File: src/rtl/pipeline_deliver_chain_if.sv
// Datapath bundle of the stall-aware delay chain: stall/flush control, input
// payload, and per-register observation outputs.
interface pipeline_deliver_chain_if #(
    parameter int WIDTH  = 32,
    parameter int STAGES = 3
);
    logic [STAGES:0]          stall;
    logic [STAGES-1:0]        flush;
    logic [WIDTH-1:0]         in;
    logic                     in_valid;
    logic [STAGES*WIDTH-1:0]  stage_data;
    logic [STAGES-1:0]        stage_valid;
    logic [WIDTH-1:0]         out;
    logic                     out_valid;
    logic                     busy;

    modport master (
        output stall, flush, in, in_valid,
        input  stage_data, stage_valid, out, out_valid, busy
    );

    modport slave (
        input  stall, flush, in, in_valid,
        output stage_data, stage_valid, out, out_valid, busy
    );
endinterface

File: src/rtl/pipeline_deliver_chain.sv
// Chain of STAGES stall-aware pipeline registers with per-register flush,
// bubble insertion, and a saturating counter of empty slots taken by the consumer.
module pipeline_deliver_chain #(
    parameter int                 WIDTH        = 32,
    parameter int                 STAGES       = 3,
    parameter logic [WIDTH-1:0]   BUBBLE_VALUE = '0,
    parameter int                 CNT_WIDTH    = 16
) (
    input  logic                  clk,
    input  logic                  rst,
    pipeline_deliver_chain_if.slave bus,
    input  logic                  cnt_clear,
    output logic [CNT_WIDTH-1:0]  bubble_count
);
    localparam logic [CNT_WIDTH-1:0] CNT_MAX = '1;

    logic [WIDTH-1:0]  data_q    [STAGES];
    logic [STAGES-1:0] valid_q;
    logic [WIDTH-1:0]  src_data  [STAGES];
    logic [STAGES-1:0] src_valid;

    // Register 0 is fed from the input port, every later register from its predecessor.
    always_comb begin
        src_data[0]  = bus.in;
        src_valid[0] = bus.in_valid;
        for (int i = 1; i < STAGES; i++) begin
            src_data[i]  = data_q[i-1];
            src_valid[i] = valid_q[i-1];
        end
    end

    // NOTE: payload registers are reset as well, since BUBBLE_VALUE is visible on stage_data.
    always_ff @(posedge clk) begin
        for (int i = 0; i < STAGES; i++) begin
            if (rst || bus.flush[i] || (bus.stall[i] && !bus.stall[i+1])) begin
                // NOTE: non-blocking updates make every register see the pre-edge
                // value of its predecessor, giving a true shift with no fall-through.
                data_q[i]  <= BUBBLE_VALUE;
                valid_q[i] <= 1'b0;
            end else if (!bus.stall[i]) begin
                data_q[i]  <= src_data[i];
                valid_q[i] <= src_valid[i];
            end
        end
    end

    always_ff @(posedge clk) begin
        if (rst || cnt_clear) begin
            bubble_count <= '0;
        end else if (!bus.stall[STAGES] && !valid_q[STAGES-1] && bubble_count != CNT_MAX) begin
            bubble_count <= bubble_count + 1'b1;
        end
    end

    always_comb begin
        for (int i = 0; i < STAGES; i++) begin
            bus.stage_data[i*WIDTH +: WIDTH] = data_q[i];
        end
    end

    assign bus.stage_valid = valid_q;
    assign bus.out         = data_q[STAGES-1];
    assign bus.out_valid   = valid_q[STAGES-1];
    assign bus.busy        = |valid_q;
endmodule

File: src/flat_wrapper.sv
// flat-port wrapper written by rule: the top's interface ports become plain ports
module pipeline_deliver_chain_flat 
#(
    parameter int                 WIDTH        = 32,
    parameter int                 STAGES       = 3,
    parameter logic [WIDTH-1:0]   BUBBLE_VALUE = '0,
    parameter int                 CNT_WIDTH    = 16
)
  (clk, rst, cnt_clear, bubble_count, bus_stall, bus_flush, bus_in, bus_in_valid, bus_stage_data, bus_stage_valid, bus_out, bus_out_valid, bus_busy);
  pipeline_deliver_chain_if #(.WIDTH(WIDTH), .STAGES(STAGES)) bus_i ();
  input  logic clk;
  input  logic rst;
  input  logic cnt_clear;
  output logic [CNT_WIDTH-1:0] bubble_count;
  input wire logic [$bits(bus_i.stall)-1:0] bus_stall;
  input wire logic [$bits(bus_i.flush)-1:0] bus_flush;
  input wire logic [$bits(bus_i.in)-1:0] bus_in;
  input wire logic [$bits(bus_i.in_valid)-1:0] bus_in_valid;
  output wire logic [$bits(bus_i.stage_data)-1:0] bus_stage_data;
  output wire logic [$bits(bus_i.stage_valid)-1:0] bus_stage_valid;
  output wire logic [$bits(bus_i.out)-1:0] bus_out;
  output wire logic [$bits(bus_i.out_valid)-1:0] bus_out_valid;
  output wire logic [$bits(bus_i.busy)-1:0] bus_busy;
  assign bus_i.stall = bus_stall;
  assign bus_i.flush = bus_flush;
  assign bus_i.in = bus_in;
  assign bus_i.in_valid = bus_in_valid;
  assign bus_stage_data = bus_i.stage_data;
  assign bus_stage_valid = bus_i.stage_valid;
  assign bus_out = bus_i.out;
  assign bus_out_valid = bus_i.out_valid;
  assign bus_busy = bus_i.busy;
  pipeline_deliver_chain #(.WIDTH(WIDTH), .STAGES(STAGES), .BUBBLE_VALUE(BUBBLE_VALUE), .CNT_WIDTH(CNT_WIDTH)) u_core (.clk(clk), .rst(rst), .bus(bus_i), .cnt_clear(cnt_clear), .bubble_count(bubble_count));
endmodule
File: config.mk
export PLATFORM = sky130hd
export DESIGN_NAME = pipeline_deliver_chain_flat
export DESIGN_NICKNAME = d
export VERILOG_FILES = /design/src/rtl/pipeline_deliver_chain_if.sv /design/src/rtl/pipeline_deliver_chain.sv /design/src/flat_wrapper.sv
export SDC_FILE = /design/constraint.sdc
export NUM_CORES = 1
export LEC_CHECK = 0
export ABC_CLOCK_PERIOD_IN_PS = 3900
export CORE_MARGIN = 2
export CORE_UTILIZATION = 41
export DETAILED_ROUTE_END_ITERATION = 7
export HOLD_SLACK_MARGIN = 0.08
export PLACE_DENSITY = 0.78
export SKIP_LAST_GASP = 1
export SYNTH_ARGS = -nofsm -noshare
export SYNTH_HDL_FRONTEND = slang
export SYNTH_SLANG_ARGS = --single-unit
File: constraint.sdc
create_clock -name clk -period 3.9 [get_ports clk]
set_input_delay 0.78 -clock clk [delete_from_list [all_inputs] [get_ports clk]]
set_output_delay 0.78 -clock clk [all_outputs]
set_load 0.1 [all_outputs]
Word level (Yosys, flattened, before mapping)
Memories as Yosys holds them, arrays and structs flattened.
Index checks and enable logic that the tools add are counted.
{"block": "word_totals", "reg_bits": 19, "mem_bits_rw": 96, "input_bits": 43, "out_inout_bits": 149, "word_cells": 45, "n_memories": 1}
{"name": "u_core.data_q", "depth": 3, "width": 32, "read_ports": 3, "rd_clocked_by_memory_dff": 0, "write_ports": 3, "line": "pipeline_deliver_chain.sv:17", "text": "logic [WIDTH-1:0] data_q [STAGES];"}
{"block": "op_classes", "n_addsub": 1, "n_eq_ne": 1, "mux": 18, "n_bitwise": 3, "n_reduce_logical": 17}
{"operator": "$mux 32", "count": 3}
{"operator": "$add 16x1->16 const B", "count": 1}
{"operator": "$ne 16x16->1 const B", "count": 1}
{"operator": "$mux 1", "count": 15}
{"operator": "$logic_or 1x1->1", "count": 7}
{"operator": "$logic_and 1x1->1", "count": 5}
{"operator": "$logic_not 1->1", "count": 4}
{"operator": "$or 1x1->1", "count": 3}
{"operator": "$reduce_or 3->1", "count": 1}

Longest topological paths before layout
Gate-level depths: netlist (run 1).
{"block": "depth", "word_depth": 6, "depth_mapped": 6, "depth_no_buf": 5}

Least setup slack after synthesis (run 1)
Ideal clock, no wire load.
{"block": "synth_timing", "path_type": "register to output", "startpoint": "register u_core.valid_q[2], in the netlist u_core.bus.stage_valid[2]", "endpoint": "output bus_busy", "arrival_ns": 1.919, "required_ns": 3.120, "setup_slack_ns": 1.201, "stages_incl_launch_ff": 3, "path_buffers": 0, "cell_sequence": "dfxtp_1 > inv_1 > nand3_1"}
{"block": "synth_between", "elab_chain_len": 1}
{"element": "start, declared", "line": "pipeline_deliver_chain.sv:18", "text": "logic [STAGES-1:0] valid_q;"}
{"element": "start signal, assigned by index", "line": "pipeline_deliver_chain.sv:42", "text": "valid_q[i] <= src_valid[i];"}
{"element": "$reduce_or 3->1", "line": "pipeline_deliver_chain.sv:64", "text": "assign bus.busy = |valid_q;"}
{"element": "end, declared", "line": "flat_wrapper.sv:23", "text": "output wire logic [$bits(bus_i.busy)-1:0] bus_busy;"}
Every way passes these cells.

Final worst setup path (run 1)
Same ends and word-level chain as after synthesis.

==> results.yml, run 1 <==
outcome:
  status: "finished, final reports clean"
detailed_routing:
  wire_per_inst_um: 17.0
  vias: 3294
  routed_wl_mm: 11.5
  drcViolationCount: 0
  drtAntennaViolNets: 0
  drtPass1Iterations: 4
  viasPerCell: 4.85
  drtIter0Drc: 258
cells_and_area:
  num-fill-cells: 908
  area_growth_pct: 51.0
  antenna-diode-count: 0
  stdcell_area_sq_um: 7210
  drive_above_1_share_pct: 8.77
  final_net_count: 567
sta:
  period_minus_slack_ps: 2920
  rsz0062_at_grt: "false"
  clock.fmax_mhz: 343
  fin_crit_sh_pct: 74.8
  finClkSkew_ps: 6.70
  slew_headroom_pct: 29.0
  finalMaxSlewViolations: 0
  finalHoldViolations: 0
  fin_tns_setup_ps: 0
  setup_violations: 0
  fin_ws_ps: 983
  tightest_slew_ps: 1060
  whs_ps: 489
global_route:
  track_usage_pct: 18.7
  grt_max_degree: 34
  grt_pass1_wl_mm: 17.8
  grt_pass1_vias: 3223
  grt_overflow_total: 0
  antenna_found_initial: 0
placement:
  place.gp.congestion: 0.906
  dp_hpwl_mm: 8.70
  pre_cts_ws_ps: 1120
  placedInstanceArea_sq_um: 6610
  io_buffers: 191
setup_path:
  critical_path_class: "register to output port"
  crit_path_start_kind: "register"
  worst-path-max-fanout: 7
  crit_start: "u_core.bus.stage_valid[2]"
  required_ps: 3120
  crit_path_end_kind: "output port"
  crit_slowest_cell: "clkdlybuf4s50_1"
  path_depth: 3
  cp_cell_sequence: "inv_1 > nand3_1 > clkdlybuf4s50_1"
  worstRegToRegCells: 3
  r2r-end: "u_core.bubble_count[2]"
  r2r_setup_slack_ps: 2090
  critPathBufInv: 2
  crit_arrival_ps: 2140
  crit_path_end: "bus_busy"
  critical-path-max-stage-delay_ps: 1130
  critPathTopFamily: "buffers and inverters"
  r2r-start: "u_core.bubble_count[7]"
floorplan:
  start_util_pct: 41.8
  die_width_um: 112
  die-area_sq_um: 12500
  coreArea_sq_um: 11400
  ios: 192
  row_count: 39
  fp.dieH_um: 112
synthesis:
  synth_edf_count: 96
  synth_fp_nets: 400
  synth_area_leaders: "edfxtp_1 60%, and2_1 13%, dfxtp_1 8.0%"
  async_flop_share_pct: 0
  ys_warn_count: 0
  synth_area_sq_um: 4780
  ys_types: 32
  syn_area_per_cell_sq_um: 13.4
  synth_cells: 356
  synth_top_area_cell: "edfxtp_1"
  synth_ff_type: "edfxtp_1"
  seq_area_frac_synth_pct: 68.3
  synth_top_area_share_pct: 60.3
  ys_ff_latch: 115
clocking:
  numCtsBuffers: 17
  root_buffer: "clkbuf_16"
  clk_pin_slew_ps: 50
  cts_resized: 0
  cts_setup_buffers: 0
  cts_hold_buf: 0
  cts_buffer_depth: 2
  clk_latency_ps: 400
  cts-htree-levels: 4
  clock_sinks: 115
  cts_tree: "yes"
min_path:
  hold_path_class: "register to register"
  hold_path_depth: 2
power_and_ir_drop:
  ir_worst_vdd_mv: 0.259
  power_density_nw_per_um2: 486
  finalPower_mw: 3.51
  leakage_nw: 2.71
flow_run:
  drv_cap: 0
==> layer usage <==
layer	vias to the layer above	GRT usage [%]	part of all wire, %
met2	142	29.8	50
met5	-	0	0
met1	1550	24.2	41
li1	1583	-	-
met3	19	4.25	6.2
met4	0	9.35	2.5
==> placed cells by master, fill, tap and decap left out, types with 5 or more instances in the layout <==
cell / n
or4_1: 7
nand4_1: 7
edfxtp_1: 96
o21ai_0: 5
nor2_1: 6
buf_4: 5
nand2_1: 12
dfxtp_1: 19
clkdlybuf4s50_1: 191
nand3_1: 7
o31ai_1: 7
a21oi_1: 11
and2_1: 99
clkbuf_16: 17
==> registers in the layout (all words and copies together) (netlist names) <==
register / cells
u_core.bubble_count: 16
u_core.bus.stage_valid: 3
u_core.data_q: 96
==> worst min-delay path: stages, from the launching register on <==
cell and delay, ps:
dfxtp_1 320, nand2_1 50, o21ai_0 60
==> report_power, final <==
part	leakage [nW]	total [mW]	internal [mW]	switching [mW]
Sequential	1.30	1.39	1.37	0.0245
Clock	0.283	1.56	1.01	0.549
Combinational	1.13	0.560	0.129	0.431
==> through the flow <==
step | instances | utilization (%)
floorplan | 356 | -
global placement | 647 | 57.9
detailed placement | 647 | 57.9
CTS | 679 | 63.2
global route | 679 | 63.2
finish | 679 | 63.2
==> Yosys cell counts, drive strengths merged (2+ instances only) <==
cell    number
and4         4
buf         35
edfxtp      96
o31ai        7
a21oi       11
nor3         5
or4          7
o41ai        2
or3          2
a211oi       4
nand2       12
inv          4
nand4        7
dfxtp       19
and2        99
nor2         6
nand3        8
o21ai        5
clkbuf      13
==> how the worst min path moves through the flow <==
| stage | from | end | slack [ps] |
|---|---|---|---|
| 6_report | u_core.bus.stage_valid[0] | u_core.bus.stage_valid[1] | 490 |
| 2_1_floorplan | bus_in_valid | u_core.bus.stage_valid[0] | 890 |
| 3_5_place_dp | u_core.bus.stage_valid[0] | u_core.bus.stage_valid[1] | 480 |
| 3_3_place_gp | u_core.bus.stage_valid[0] | u_core.bus.stage_valid[1] | 470 |
| 5_1_grt | u_core.bus.stage_valid[0] | u_core.bus.stage_valid[1] | 540 |
| 4_1_cts | u_core.bus.stage_valid[0] | u_core.bus.stage_valid[1] | 490 |
==> cell type report <==
class	count	area [sq um]	share of cell area (%)
inverters	4	15.0	0.208
flip-flops and latches	115	3260	45.2
multi-input cells	189	1200	16.6
clock buffers	17	425	5.90
clock inverters	15	181	2.51
well taps	143	179	2.48
repair buffers	196	1950	27.0
==> cells by family after synthesis <==
| group | count (synthesis) | synth area share [%] |
|---|---|---|
| compound gates | 33 | 4.45 |
| fa+ha+maj | 1 | 0.262 |
| buf+inv | 52 | 6.99 |
| flops | 115 | 68.3 |
| simple gates | 155 | 20.0 |
(Power assumes the default switching activity.)
==> inputs of run 2 (changes only) <==
- ABC_CLOCK_PERIOD_IN_PS: 3900 -> 2800
- clock period: 3.9 -> 2.8 ns (I/O delays scaled with it)
==> run 2 against run 1 <==
Critical path depth is 2 higher; non-clock buffer count increased by 1; via count increased by 2.6%; utilization down 3.3 points; count of clock-buffer cells in the layout up 1; combinational power rose by 35%; largest cell class unchanged.
==> results.yml, run 2 (synthesized netlist as in run 1, its figures left out) <==
cells_and_area:
  final_net_count: 568
  num-fill-cells: 924
  area_growth_pct: 43.0
  regArea_sq_um: 3260
  antenna-diode-count: 0
  final_common_cell: "buf_4"
  mostFrequentLayoutCells: "155 x buf_4, 99 x and2_1, 96 x edfxtp_1, 42 x clkdlybuf4s50_1, 19 x dfxtp_1"
  top_register: "u_core.data_q"
  multi_input_area_sq_um: 1200
  drive_above_1_share_pct: 36.7
  largest_reg_flops: 96
power_and_ir_drop:
  finalPower_mw: 4.82
  ir_worst_vdd_mv: 0.459
  leakage_nw: 3.00
  power_density_nw_per_um2: 706
setup_path:
  crit_path_end_kind: "register"
  r2r_setup_slack_ps: 990
  critical-path-max-stage-delay_ps: 540
  cp_cell_sequence: "clkdlybuf4s50_1 > nor2_1 > nand3_1 > or4_1 > a21oi_1"
  worst-path-max-fanout: 8
  crit_path_start_kind: "input port"
  crit_slowest_cell: "or4_1"
  critical_path_class: "input port to register"
  required_ps: 3130
  crit_arrival_ps: 2350
clocking:
  numCtsBuffers: 17
  clk_latency_ps: 400
  cts-htree-levels: 4
  cts_resized: 0
  cts_tree: "yes"
  cts_setup_buffers: 0
  clk_pin_slew_ps: 50
  cts_buffer_depth: 2
  root_buffer: "clkbuf_16"
  cts_hold_buf: 0
  clock_sinks: 115
placement:
  place.gp.congestion: 0.838
  dp_hpwl_mm: 8.73
  io_buffers: 191
floorplan:
  ios: 192
  coreArea_sq_um: 11400
  fp.dieH_um: 112
  die-area_sq_um: 12500
  start_util_pct: 41.8
  die_width_um: 112
  row_count: 39
global_route:
  grt_pass1_vias: 3222
  antenna_found_initial: 0
  grt_max_degree: 34
  grt_pass1_wl_mm: 17.7
  track_usage_pct: 18.5
  grt_overflow_total: 0
sta:
  finalMaxSlewViolations: 0
  period_minus_slack_ps: 2030
  rsz0062_at_grt: "false"
  tightest_slew_ps: 517
  finClkSkew_ps: 7.61
  finalHoldViolations: 0
  fin_crit_sh_pct: 72.4
  setup_violations: 0
  clock.fmax_mhz: 493
  fin_tns_setup_ps: 0
  slew_headroom_pct: 65.3
detailed_routing:
  vias: 3381
  drcViolationCount: 0
  wire_per_inst_um: 17.2
  viasPerCell: 4.97
  drtAntennaViolNets: 0
  drtPass1Iterations: 4
  routed_wl_mm: 11.7
  drtIter0Drc: 167
min_path:
  hold_path_class: "register to register"
flow_run:
  drv_cap: 0
outcome:
  status: "finished, final reports clean"
## run 2: cell count changes in the layout (fill, tap and decap cells not counted)
cell	before	now
clkinv_4	4	3
clkinvlp_4	4	3
buf_4	5	155
clkbuf_1	0	1
inv_6	2	0
clkinv_1	1	0
clkinv_2	1	5
clkdlybuf4s50_1	191	42
## run 2: where the power goes
group | leakage (nW) | total (mW) | internal (mW) | switching [mW]
combinational | 1.41 | 0.754 | 0.155 | 0.599
sequential | 1.30 | 1.94 | 1.90 | 0.0377
clock | 0.285 | 2.13 | 1.39 | 0.738
total | 3.00 | 4.82 | 3.45 | 1.38
## run 2: layer usage
metal | routed length, um | vias up | track usage [%]
li1 | - | 1586 | -
met1 | 4900 | 1610 | 24.3
met2 | 5770 | 163 | 29.3
met3 | 730 | 22 | 4.30
met4 | 267 | 0 | 8.62
met5 | 0 | - | 0
## run 2: final timing paths
kind	endpoint	start	cells past startpoint
max	u_core.bubble_count[15]	bus_stall[3]	5
min reg2reg	u_core.bus.stage_valid[2]	u_core.bus.stage_valid[1]	2
min	u_core.bus.stage_valid[2]	u_core.bus.stage_valid[1]	2
max reg2reg	u_core.bubble_count[2]	u_core.bubble_count[7]	3
## run 2: layout make-up
| cell class | count | area share (%) |
|---|---|---|
| sequential | 115 | 47.7 |
| timing repair buffer | 197 | 23.2 |
| multi-input combinational | 189 | 17.6 |
| clock buffer | 18 | 6.28 |
| tap | 143 | 2.62 |
| clock inverter | 14 | 2.40 |
| inverter | 4 | 0.220 |
## run 2: worst max-delay path, delay by kind of cell
family	cells	cell delay [ps]
AND/OR/NAND/NOR	3	1150
buffers and inverters	1	490
AO/OA/AOI/OAI	1	160
## run 2: stage by stage
stage | util, % | hold slack, ps | setup slack [ps] | instance area [sq um] | cells
finish | 59.9 | 502 | 772 | 6840 | 680
global placement | 54.7 | 478 | 485 | 6240 | 648
CTS | 59.9 | 503 | 815 | 6840 | 680
floorplan | - | 669 | 321 | 4780 | 356
global route | 59.9 | 542 | 644 | 6840 | 680
detailed placement | 54.7 | 495 | 388 | 6240 | 648
==> inputs of run 3 (changes only) <==
- ABC_CLOCK_PERIOD_IN_PS: 2800 -> 2120
- clock period: 2.8 -> 2.12 ns (I/O delays scaled with it)
==> run 3 against run 2 <==
Clock power is 35% higher; global-route usage rose by 0.21 points; flip-flop and latch count did not move; sequential power up 32%; critical path depth down 2; total power increased by 34%; critical path type is now register to register; largest cell class unchanged.
==> results.yml, run 3 (synthesized netlist as in run 1, its figures left out) <==
setup_path:
  crit_slowest_cell: "or4_1"
  crit_arrival_ps: 2050
  crit_path_end_kind: "register"
  crit_path_start_kind: "register"
  r2r-start: "u_core.bubble_count[7]"
  critPathTopFamily: "simple AND/OR/NAND/NOR gates"
  critPathBufInv: 0
  worst-path-max-fanout: 9
  critical_path_class: "register to register"
  critical-path-max-stage-delay_ps: 670
  required_ps: 2420
  crit_start: "u_core.bubble_count[7]"
  cp_cell_sequence: "nand4_1 > or4_1 > a211oi_1"
detailed_routing:
  drtPass1Iterations: 5
  routed_wl_mm: 11.5
  vias: 3386
  viasPerCell: 4.93
  wire_per_inst_um: 16.7
  drcViolationCount: 0
  drtIter0Drc: 252
  drtAntennaViolNets: 0
sta:
  fin_tns_setup_ps: 0
  finClkSkew_ps: 8.59
  tightest_slew_ps: 491
  finalMaxSlewViolations: 0
  fin_crit_sh_pct: 82.7
  slew_headroom_pct: 67.0
  clock.fmax_mhz: 570
  setup_violations: 0
  finalHoldViolations: 0
  whs_ps: 498
  period_minus_slack_ps: 1750
  rsz0062_at_grt: "false"
cells_and_area:
  final_common_cell: "buf_4"
  multi_input_area_sq_um: 1210
  layout.cells.non_filler: 687
  area_growth_pct: 46.3
  stdcell_area_sq_um: 6990
  final_net_count: 575
  num-fill-cells: 901
  regArea_sq_um: 3280
  largest_reg_flops: 96
  antenna-diode-count: 0
  top_register: "u_core.data_q"
  mostFrequentLayoutCells: "157 x buf_4, 99 x and2_1, 96 x edfxtp_1, 42 x clkdlybuf4s50_1, 17 x clkbuf_16"
  drive_above_1_share_pct: 40.3
floorplan:
  die-area_sq_um: 12500
  die_width_um: 112
  row_count: 39
  ios: 192
  start_util_pct: 41.8
  coreArea_sq_um: 11400
  fp.dieH_um: 112
clocking:
  cts_tree: "yes"
  clk_latency_ps: 400
  clock_sinks: 115
  numCtsBuffers: 17
  cts-htree-levels: 4
  cts_hold_buf: 0
  cts_buffer_depth: 2
  clk_pin_slew_ps: 60
  root_buffer: "clkbuf_16"
  cts_resized: 0
  cts_setup_buffers: 0
placement:
  dp_hpwl_mm: 8.68
  placedInstanceArea_sq_um: 6380
  place.gp.congestion: 0.870
  io_buffers: 191
  dp_cells: 655
min_path:
  hp-start: "u_core.bubble_count[10]"
  hold_path_class: "register to register"
global_route:
  grt_max_degree: 34
  grt_pass1_vias: 3347
  antenna_found_initial: 0
  grt_pass1_wl_mm: 18.0
  track_usage_pct: 18.7
  grt_overflow_total: 0
flow_run:
  drv_cap: 0
outcome:
  status: "finished, final reports clean"
power_and_ir_drop:
  power_density_nw_per_um2: 922
  ir_worst_vdd_mv: 0.464
  finalPower_mw: 6.45
  leakage_nw: 3.07
## run 3: worst paths after layout
| check | slack (ps) | depth (start not counted) | to |
|---|---|---|---|
| setup / recovery | 370 | 3 | u_core.bubble_count[2] |
| hold reg to reg | 500 | 2 | u_core.bubble_count[10] |
| hold / removal | 500 | 2 | u_core.bubble_count[10] |
| setup reg to reg | 370 | 3 | u_core.bubble_count[2] |
## run 3: per-stage QoR
step	setup WS, ps	util, %
6_report	366	61.2
2_1_floorplan	11.4	-
3_5_place_dp	17.8	55.9
5_1_grt	294	61.2
4_1_cts	387	61.2
3_3_place_gp	68.2	55.9
## run 3: cell type report
cell class / count / area share [%]
Clock buffer: 17 / 6.09
Clock inverter: 15 / 2.61
Inverter: 4 / 0.215
Multi-Input combinational cell: 189 / 17.3
Sequential cell: 115 / 47.0
Tap cell: 143 / 2.56
Timing Repair Buffer: 204 / 24.3
## run 3: power by group
part	internal, mW	switching [mW]
clock	1.86	1.02
combinational	0.218	0.798
sequential	2.51	0.0466
total	4.59	1.86
## run 3: routing by layer
metal | share of wire [%] | routed length (um) | track usage [%] | up-vias
li1 | - | - | - | 1600
met1 | 41 | 4750 | 24.2 | 1587
met2 | 48 | 5570 | 29.6 | 177
met3 | 7.3 | 844 | 4.68 | 22
met4 | 2.8 | 321 | 9.02 | 0
met5 | 0 | 0 | 0 | -
## run 3: worst register-to-register path, cell delays in order, from the launching register on
cell and delay [ps]:
dfxtp_2 410, nand4_1 290, or4_1 670, a211oi_1 290
